===== src/rtl/reg_bank_writer.sv =====
// rtl/reg_bank_writer.sv - eight-register bank with single, burst and sequenced clear-all writes
module reg_bank_writer #(
   parameter int DATA_W = 8,
   parameter int ADDR_W = 3
) (
   input  logic                           clk,
   input  logic                           rst_n,
   input  logic                           wr_valid,
   output logic                           wr_ready,
   input  logic [ADDR_W-1:0]              wr_addr,
   input  logic [DATA_W-1:0]              wr_data,
   input  logic                           wr_burst,
   input  logic [ADDR_W-1:0]              wr_len,
   input  logic                           clr_req,
   output logic                           busy,
   output logic [(2**ADDR_W)-1:0]         dirty,
   output logic [(2**ADDR_W)*DATA_W-1:0]  reg_q
);

   localparam int NREG = 2 ** ADDR_W;

   typedef enum logic [1:0] {
      IDLE  = 2'd0,
      BURST = 2'd1,
      CLEAR = 2'd2
   } state_t;

   state_t                          state_q, state_d;
   logic [ADDR_W-1:0]               ptr_q, ptr_d;
   logic [ADDR_W-1:0]               cnt_q, cnt_d;
   logic [NREG-1:0][DATA_W-1:0]     regs_q, regs_d;
   logic [NREG-1:0]                 dirty_q, dirty_d;

   // In IDLE a pending clear steals the write port, so ready drops with clr_req.
   always_comb begin
      wr_ready = 1'b0;
      case (state_q)
         IDLE:    wr_ready = ~clr_req;
         BURST:   wr_ready = 1'b1;
         default: wr_ready = 1'b0;
      endcase
   end

   always_comb begin
      state_d = state_q;
      ptr_d   = ptr_q;
      cnt_d   = cnt_q;
      regs_d  = regs_q;
      dirty_d = dirty_q;
      case (state_q)
         IDLE: begin
            if (clr_req) begin
               state_d = CLEAR;
               ptr_d   = '0;
            end else if (wr_valid) begin
               regs_d[wr_addr]  = wr_data;
               dirty_d[wr_addr] = 1'b1;
               if (wr_burst && (wr_len != '0)) begin
                  state_d = BURST;
                  ptr_d   = wr_addr + 1'b1;
                  cnt_d   = wr_len - 1'b1;
               end
            end
         end
         BURST: begin
            if (wr_valid) begin
               regs_d[ptr_q]  = wr_data;
               dirty_d[ptr_q] = 1'b1;
               ptr_d          = ptr_q + 1'b1;
               if (cnt_q == '0) begin
                  state_d = IDLE;
               end else begin
                  cnt_d = cnt_q - 1'b1;
               end
            end
         end
         CLEAR: begin
            regs_d[ptr_q]  = '0;
            dirty_d[ptr_q] = 1'b0;
            ptr_d          = ptr_q + 1'b1;
            if (ptr_q == ADDR_W'(NREG - 1)) begin
               state_d = IDLE;
            end
         end
         default: begin
            state_d = IDLE;
         end
      endcase
   end

   always_ff @(posedge clk) begin
      if (!rst_n) begin
         state_q <= IDLE;
         ptr_q   <= '0;
         cnt_q   <= '0;
         regs_q  <= '0;
         dirty_q <= '0;
      end else begin
         state_q <= state_d;
         ptr_q   <= ptr_d;
         cnt_q   <= cnt_d;
         regs_q  <= regs_d;
         dirty_q <= dirty_d;
      end
   end

   assign busy  = (state_q != IDLE);
   assign dirty = dirty_q;
   assign reg_q = regs_q;

endmodule


===== config.mk =====
export PLATFORM = sky130hd
export DESIGN_NAME = reg_bank_writer
export DESIGN_NICKNAME = d
export VERILOG_FILES = /design/src/rtl/reg_bank_writer.sv
export SDC_FILE = /design/constraint.sdc
export NUM_CORES = 1
export LEC_CHECK = 0
export BUFFER_PORTS_ARGS = -buffer_cell sky130_fd_sc_hd__buf_2
export CAP_MARGIN = 40
export CORE_MARGIN = 1.5
export CORE_UTILIZATION = 52
export DETAILED_ROUTE_END_ITERATION = 12
export PLACE_DENSITY_LB_ADDON = 0.12
export SLEW_MARGIN = 10
export SYNTH_ARGS = -nofsm -noshare
export SYNTH_HDL_FRONTEND = slang
export SYNTH_SLANG_ARGS = --single-unit
export TNS_END_PERCENT = 5

===== constraint.sdc =====
create_clock -name clk -period 2.61 [get_ports clk]
set_clock_uncertainty 0.05 [all_clocks]
set_input_delay 0.522 -clock clk [delete_from_list [all_inputs] [get_ports clk]]
set_output_delay 0.522 -clock clk [all_outputs]
set_load 0.02 [all_outputs]

==> impl_metrics.csv, run 1 <==
group,metric,value,unit
worst_setup_path,cp_data_required_time,2.76,ns
logic_synthesis,synthAdderAreaFrac,0.0288,
logic_synthesis,synth_warnings,0,
worst_setup_path,crit_type,"register to register",
power_and_ir_drop,comb_power_share,0.236,
route,drc,0,
min_path,worstHoldPathType,"primary input to register",
grt,grt.overflow.total,0,
worst_setup_path,critPathLaunchType,"register",
logic_synthesis,synth_xor_area_frac,0.00252,
clocking,cts_buffer_depth,2,
floorplanning,die_w,84.8,µm
power_and_ir_drop,sequentialPowerShare,0.423,
logic_synthesis,yosys.area.top_type,"dfxtp_1",
worst_setup_path,worstPathArrival,2.45,ns
route,routedWlPerCell,17.1,µm
sta,fin_hold_ws,0.377,ns
route,drtIter0Drc,209,
logic_synthesis,synth_edf_count,0,
status,outcome,"finished clean",
sta,max_slew_margin,0.504,
worst_setup_path,crit_path_end_kind,"register",
logic_synthesis,syn-num-nets,399,
grt,grt_max_degree,23,
placement,gp_congestion,0.873,
floorplanning,num_rows,29,
logic_synthesis,synth_cells,372,
sta,max_slew.worst_pin.slew,0.743,ns
power_and_ir_drop,power.leakage,0.00176,µW
power_and_ir_drop,swShare,0.312,
clocking,clk_latency,0.34,ns
clocking,cts_root_buf,"clkbuf_8",
clocking,cts.sinks,80,
power_and_ir_drop,irDropWorstVdd,533,µV
sta,post-route-period-util,0.885,
floorplanning,die_y,84.8,µm
grt,grt_pass1_wl,15200,µm
route,wirelength,9330,µm
power_and_ir_drop,clkPwrFrac,0.341,
logic_synthesis,synth_top_family_by_area,"compound AO/OA/AOI/OAI gates",
floorplanning,ios,93,
sta,fin_setup_tns,0,ns
clocking,cts_max_level,3,
flow_run,drv_cap,0,
route,routed_via_density,5.96,
finish,drive_gt1_frac,0.281,
sta,drv_slew,0,
finish,fin_cells,546,
grt,antenna_found_initial,0,
finish,n_antenna_cell,0,
worst_setup_path,cp_max_fo,10,
floorplanning,die_area,7180,µm²
placement,numPortBuffers,92,
logic_synthesis,synth_seq_cells,80,
logic_synthesis,synth_top_cell_area_share,0.461,
placement,dp_cells,531,
finish,fin_nets,492,
placement,place_ws,0.216,ns
placement,hpwl,6450,µm
finish,area.growth.synth_to_final,22.7,%
logic_synthesis,synth-async-reset-ratio,0,
logic_synthesis,synth_area,3480,µm²
route,first_pass_iters,5,
logic_synthesis,synth-compound-area-share,0.280,
power_and_ir_drop,power_switching,1000,µW
grt,grt_pass1_vias,3078,
route,vias,3255,
sta,rsz0062_at_grt,"no",
power_and_ir_drop,p_per_area,753,nW/µm²
logic_synthesis,synth_area_leaders,"dfxtp_1 (46%), o22ai_1 (10%), inv_1 (5.9%)",
clocking,cts_buffers,9,
sta,hold_viol_final,0,
sta,finalSetupViolCount,0,
logic_synthesis,synthMuxAreaShare,0.0317,
clocking,path_clk_slew,0.08,ns
sta,post-route-min-period,2.31,ns
logic_synthesis,yosysSeqAreaShare,0.461,
floorplanning,start_util,0.544,
logic_synthesis,ys.flop_type,"dfxtp_1",
grt,grt_usage,0.267,
sta,postLayoutSetupSlackWorst,0.301,ns
clocking,cts_tree,"done",
floorplanning,core_area,6390,µm²
logic_synthesis,syn_avg_cell_area,9.34,µm²
logic_synthesis,ys_types,48,
sta,max_freq,0.433,GHz
route,drtAntennaViolNets,0,
power_and_ir_drop,intPower,2210,µW
logic_synthesis,synthSimpleGateAreaFrac,0.108,
metal layers:
metal	track usage	routed length [µm]	up-vias
met1	0.364	4350	1561
met4	0.0953	111	0
li1	-	-	1568
met5	0	0	-
met2	0.422	4290	118
met3	0.0531	574	8
logic make-up (layout without fill, tap and decap cells):
family | after synthesis | after routing
compound gates | 131 | 131
xor+xnor | 1 | 1
fa+ha+maj | 8 | 8
buf+inv | 77 | 174
flops | 80 | 80
mux | 11 | 11
simple gates | 64 | 64
critical path: stages (launching register included):
cell     delay [ns]
dfxtp_1        0.40
inv_1          0.08
ha_1           0.36
o21a_1         0.35
and2_1         0.21
o41ai_4        0.52
o22ai_1        0.19
cell usage after synthesis (5+ instances only):
cell	count
o2bb2ai_1	7
buf_2	11
and2_1	5
ha_1	8
dfxtp_1	80
nand3_1	12
a32o_1	9
clkbuf_1	7
nand3b_1	6
a31oi_1	11
a211oi_1	10
inv_1	55
a22oi_1	6
nand2_1	14
o22ai_1	56
o31ai_1	8
or3b_2	5
mux2i_1	11
stage by stage:
step / utilization / cell area, µm² / power (µW)
final: 0.668 / 4270 / 3210
after floorplan: - / 3480 / 1910
after detailed placement: 0.629 / 4020 / 2120
after CTS: 0.667 / 4260 / 3210
after global placement: 0.629 / 4020 / 2120
after global routing: 0.668 / 4270 / 3350
power groups by stage:
stage                     Sequential [µW]  Clock [µW]  Combinational, µW
after global routing                 1360        1160                829
after global placement               1380           0                735
after CTS                            1360        1100                746
after floorplan                      1400           0                508
after detailed placement             1380           0                741
final                                1360        1090                759
repair_timing:
item | CTS | global route
hold buffers | 0 | 0
resized for setup | 0 | 2
setup buffers | 0 | 0
setup endpoints to repair | 0 | 3
worst paths after layout:
check	startpoint	end	slack, ns	cells past startpoint
worst max-delay path	state_q[0]$_SDFFE_PN0P_	register	0.30	6
worst min-delay path	wr_data[1]	register	0.38	2
worst max register to register	state_q[0]$_SDFFE_PN0P_	register	0.30	6
worst min register to register	register	register	0.40	2
final cells by class:
| cell class | count | area (µm²) |
|---|---|---|
| clock buffer | 9 | 124 |
| clock inverter | 6 | 116 |
| fill | 545 | 2120 |
| inverter | 56 | 214 |
| multi-input combinational | 215 | 1570 |
| sequential | 80 | 1600 |
| tap | 77 | 96.3 |
| timing repair buffer | 103 | 543 |
layout by cell type, fill, tap and decap left out, types with 2 or more instances in the layout:
cell / Yosys / final
or3b_2: 5 / 5
nor2_1: 4 / 4
buf_2: 11 / 92
nand3b_1: 6 / 6
nor2b_1: 3 / 3
o2bb2ai_1: 7 / 7
ha_1: 8 / 7
bufinv_16: 0 / 3
a31oi_1: 11 / 11
or4b_1: 2 / 2
nor3_1: 2 / 2
o22ai_1: 56 / 56
clkbuf_8: 0 / 9
a21oi_1: 4 / 4
a211oi_1: 10 / 10
a31o_2: 3 / 3
mux2i_1: 11 / 11
nand2_1: 14 / 14
o21ai_0: 4 / 4
nand3_1: 12 / 12
clkinv_4: 0 / 2
nand4b_1: 2 / 2
a22oi_1: 6 / 6
buf_4: 1 / 11
o31ai_1: 8 / 8
nand2b_1: 2 / 2
a32o_1: 9 / 9
dfxtp_1: 80 / 80
inv_1: 55 / 55
o41ai_4: 2 / 2
and2_1: 5 / 5
or3_1: 3 / 3
Power figures use the tool's default switching activity.
==> run 2: changes to the inputs <==
- ABC_AREA: default -> 1
- CORE_UTILIZATION: 52 -> 53
==> run 2 against run 1 <==
  * Area after synthesis up 8.1%
  * Routed wire length up 10%
  * Fmax up 2.3%
  * Core utilization down 1.6 points
  * Design area up 4.5%
  * Clock power down 11%
  * Via count up 22%
==> impl_metrics.csv, run 2 <==
group,metric,value,unit
grt,antenna_found_initial,0,
sta,fin_hold_ws,0.409,ns
worst_setup_path,cp_cell_sequence,"inv_1 -> ha_1 -> inv_1 -> buf_4 -> nand2_1 -> buf_2",
logic_synthesis,syn_avg_cell_area,7.34,µm²
logic_synthesis,synth_seq_cells,80,
floorplanning,die_w,87.2,µm
logic_synthesis,syn-num-nets,539,
logic_synthesis,yosysSeqAreaShare,0.426,
sta,max_slew_margin,0.568,
logic_synthesis,synth_area,3760,µm²
route,drc,0,
floorplanning,start_util,0.550,
route,first_pass_iters,5,
finish,multi_input_area,1880,µm²
power_and_ir_drop,sequentialPowerShare,0.296,
worst_setup_path,rrSetupSlack,0.44,ns
grt,grt.overflow.total,0,
sta,drv_slew,0,
logic_synthesis,ys.flop_type,"dfxtp_1",
logic_synthesis,synth_cells,512,
status,outcome,"finished clean",
sta,max_freq,0.443,GHz
min_path,hold_depth,2,
logic_synthesis,synth_warnings,0,
power_and_ir_drop,power.leakage,0.00201,µW
floorplanning,core_area,6830,µm²
grt,grt_usage,0.275,
worst_setup_path,cpPeakStageDelay,0.36,ns
route,drtAntennaViolNets,0,
worst_setup_path,slowest_stage,"ha_1",
finish,drive_gt1_frac,0.221,
clocking,post-cts-setup-buffers,0,
sta,post-route-min-period,2.26,ns
clocking,cts_root_buf,"clkbuf_8",
route,routed_via_density,5.74,
logic_synthesis,synth-async-reset-ratio,0,
worst_setup_path,crit_path_end_kind,"primary output",
route,vias,3971,
placement,gp_congestion,0.954,
sta,hold_viol_final,0,
floorplanning,die_y,87.2,µm
finish,layout_commonest_cell,"nand2_1",
clocking,cts_tree,"done",
clocking,clk_latency,0.34,ns
finish,n_fill_cell,661,
worst_setup_path,worstPathArrival,1.68,ns
grt,grt_pass1_wl,16500,µm
finish,layout_common_cells,"nand2_1 (134), buf_2 (92), dfxtp_1 (80)",
finish,n_antenna_cell,0,
worst_setup_path,path_common_cell,"inv_1",
power_and_ir_drop,clkPwrFrac,0.167,
clocking,cts.sinks,80,
finish,fin_nets,618,
clocking,cts_resized,0,
placement,numPortBuffers,92,
sta,max_slew.worst_pin.slew,0.648,ns
worst_setup_path,ff2ff_path_depth,9,
power_and_ir_drop,intPower,2940,µW
grt,grt_pass1_vias,3417,
worst_setup_path,r2r_start,"state_q[1]$_SDFFE_PN0P_",
finish,final_cell_area,4460,µm²
sta,finalSetupViolCount,0,
power_and_ir_drop,p_per_area,1310,nW/µm²
placement,hpwl,7210,µm
worst_setup_path,crit_type,"register to primary output",
clocking,cts_buffer_depth,2,
logic_synthesis,synth_common_cells,"nand2_1 (134), dfxtp_1 (80), a21oi_1 (69)",
logic_synthesis,synth_top_cell_area_share,0.426,
floorplanning,die_area,7610,µm²
clocking,cts_max_level,3,
placement,dpl_cell_area,4240,µm²
logic_synthesis,yosys.area.top_type,"dfxtp_1",
worst_setup_path,cp_data_required_time,2.04,ns
min_path,worstHoldPathType,"register to register",
floorplanning,num_rows,30,
sta,post-route-period-util,0.864,
logic_synthesis,synth_edf_count,0,
floorplanning,ios,93,
power_and_ir_drop,power_switching,2880,µW
logic_synthesis,synth_area_leaders,"dfxtp_1 (43%), nand2_1 (13%), nand4_1 (11%)",
finish,area.growth.synth_to_final,18.5,%
worst_setup_path,cp_max_fo,10,
logic_synthesis,ys_types,27,
clocking,hold_buffers,0,
route,wirelength,10300,µm
route,routedWlPerCell,14.9,µm
sta,rsz0062_at_grt,"no",
clocking,path_clk_slew,0.08,ns
clocking,cts_buffers,9,
power_and_ir_drop,irDropWorstVdd,702,µV
flow_run,drv_cap,0,
logic_synthesis,synth.most_common_cell,"nand2_1",
sta,fin_setup_tns,0,ns
route,drtIter0Drc,270,
power_and_ir_drop,comb_power_share,0.538,
power_and_ir_drop,swShare,0.495,
grt,grt_max_degree,65,
worst_setup_path,critPathLaunchType,"register",
finish,seq_area,1600,µm²
## run 2: changes by cell type in the layout (fill, tap and decap cells not counted), sizes merged, moves of 16 or more
cell,delta
a21oi,+66
inv,-31
nand2,+122
nand3,+16
nand4,+68
nor2,+35
o22ai,-55
## run 2: critical path, delay by kind of cell (launching register included)
| family | cells | cell delay (ns) |
|---|---|---|
| buf+inv | 4 | 0.57 |
| simple gates | 1 | 0.07 |
| fa+ha+maj | 1 | 0.36 |
| flops | 1 | 0.35 |
## run 2: kinds of logic (layout without fill, tap and decap cells)
logic type / after synthesis / in the layout / share of synthesized area
AND/OR/NAND/NOR: 272 / 272 / 0.336
flip-flops: 80 / 80 / 0.426
AO/OA/AOI/OAI: 94 / 94 / 0.134
buffers and inverters: 56 / 140 / 0.0729
XOR/XNOR: 2 / 2 / 0.00466
adder cells (fa/ha/maj): 8 / 8 / 0.0266
## run 2: how the worst max path moves through the flow
stage                            startpoint                    end  slack [ns]  cells after the start
global route        state_q[1]$_SDFFE_PN0P_               wr_ready        0.23                      6
floorplan           state_q[1]$_SDFFE_PN0P_  cnt_q[2]$_SDFFE_PN0P_        0.80                      9
global placement    state_q[1]$_SDFFE_PN0P_               register        0.53                      9
CTS                 state_q[1]$_SDFFE_PN0P_               wr_ready        0.34                      6
finish              state_q[1]$_SDFFE_PN0P_               wr_ready        0.35                      6
detailed placement  state_q[1]$_SDFFE_PN0P_               register        0.45                      9
## run 2: power groups by stage
stage          clock network [µW]  logic [µW]  registers (µW)
2_1_floorplan                   0        2090            1980
3_3_place_gp                    0        3000            1730
3_5_place_dp                    0        3080            1740
4_1_cts                       982        3090            1720
5_1_grt                      1030        3460            1760
6_report                      971        3130            1720
## run 2: area by class of cell
cell class | instances | area share
clock buffers | 11 | 0.0340
clock inverters | 5 | 0.0143
inverters | 24 | 0.0202
multi-input cells | 376 | 0.423
flip-flops and latches | 80 | 0.359
well taps | 96 | 0.0270
repair buffers | 100 | 0.122
## run 2: per-stage QoR
step,instances,worst slack (ns),total power [µW],util
floorplan,512,0.799,4070,-
global placement,676,0.528,4740,0.621
detailed placement,676,0.449,4820,0.621
CTS,692,0.340,5790,0.652
global route,692,0.233,6250,0.652
finish,692,0.354,5820,0.652
## run 2: routing by layer
layer / global-route usage / vias to the layer above / wire length [µm]
li1: - / 1931 / -
met1: 0.408 / 1859 / 4900
met2: 0.405 / 166 / 4510
met3: 0.0436 / 15 / 739
met4: 0.0938 / 0 / 144
met5: 0 / - / 0
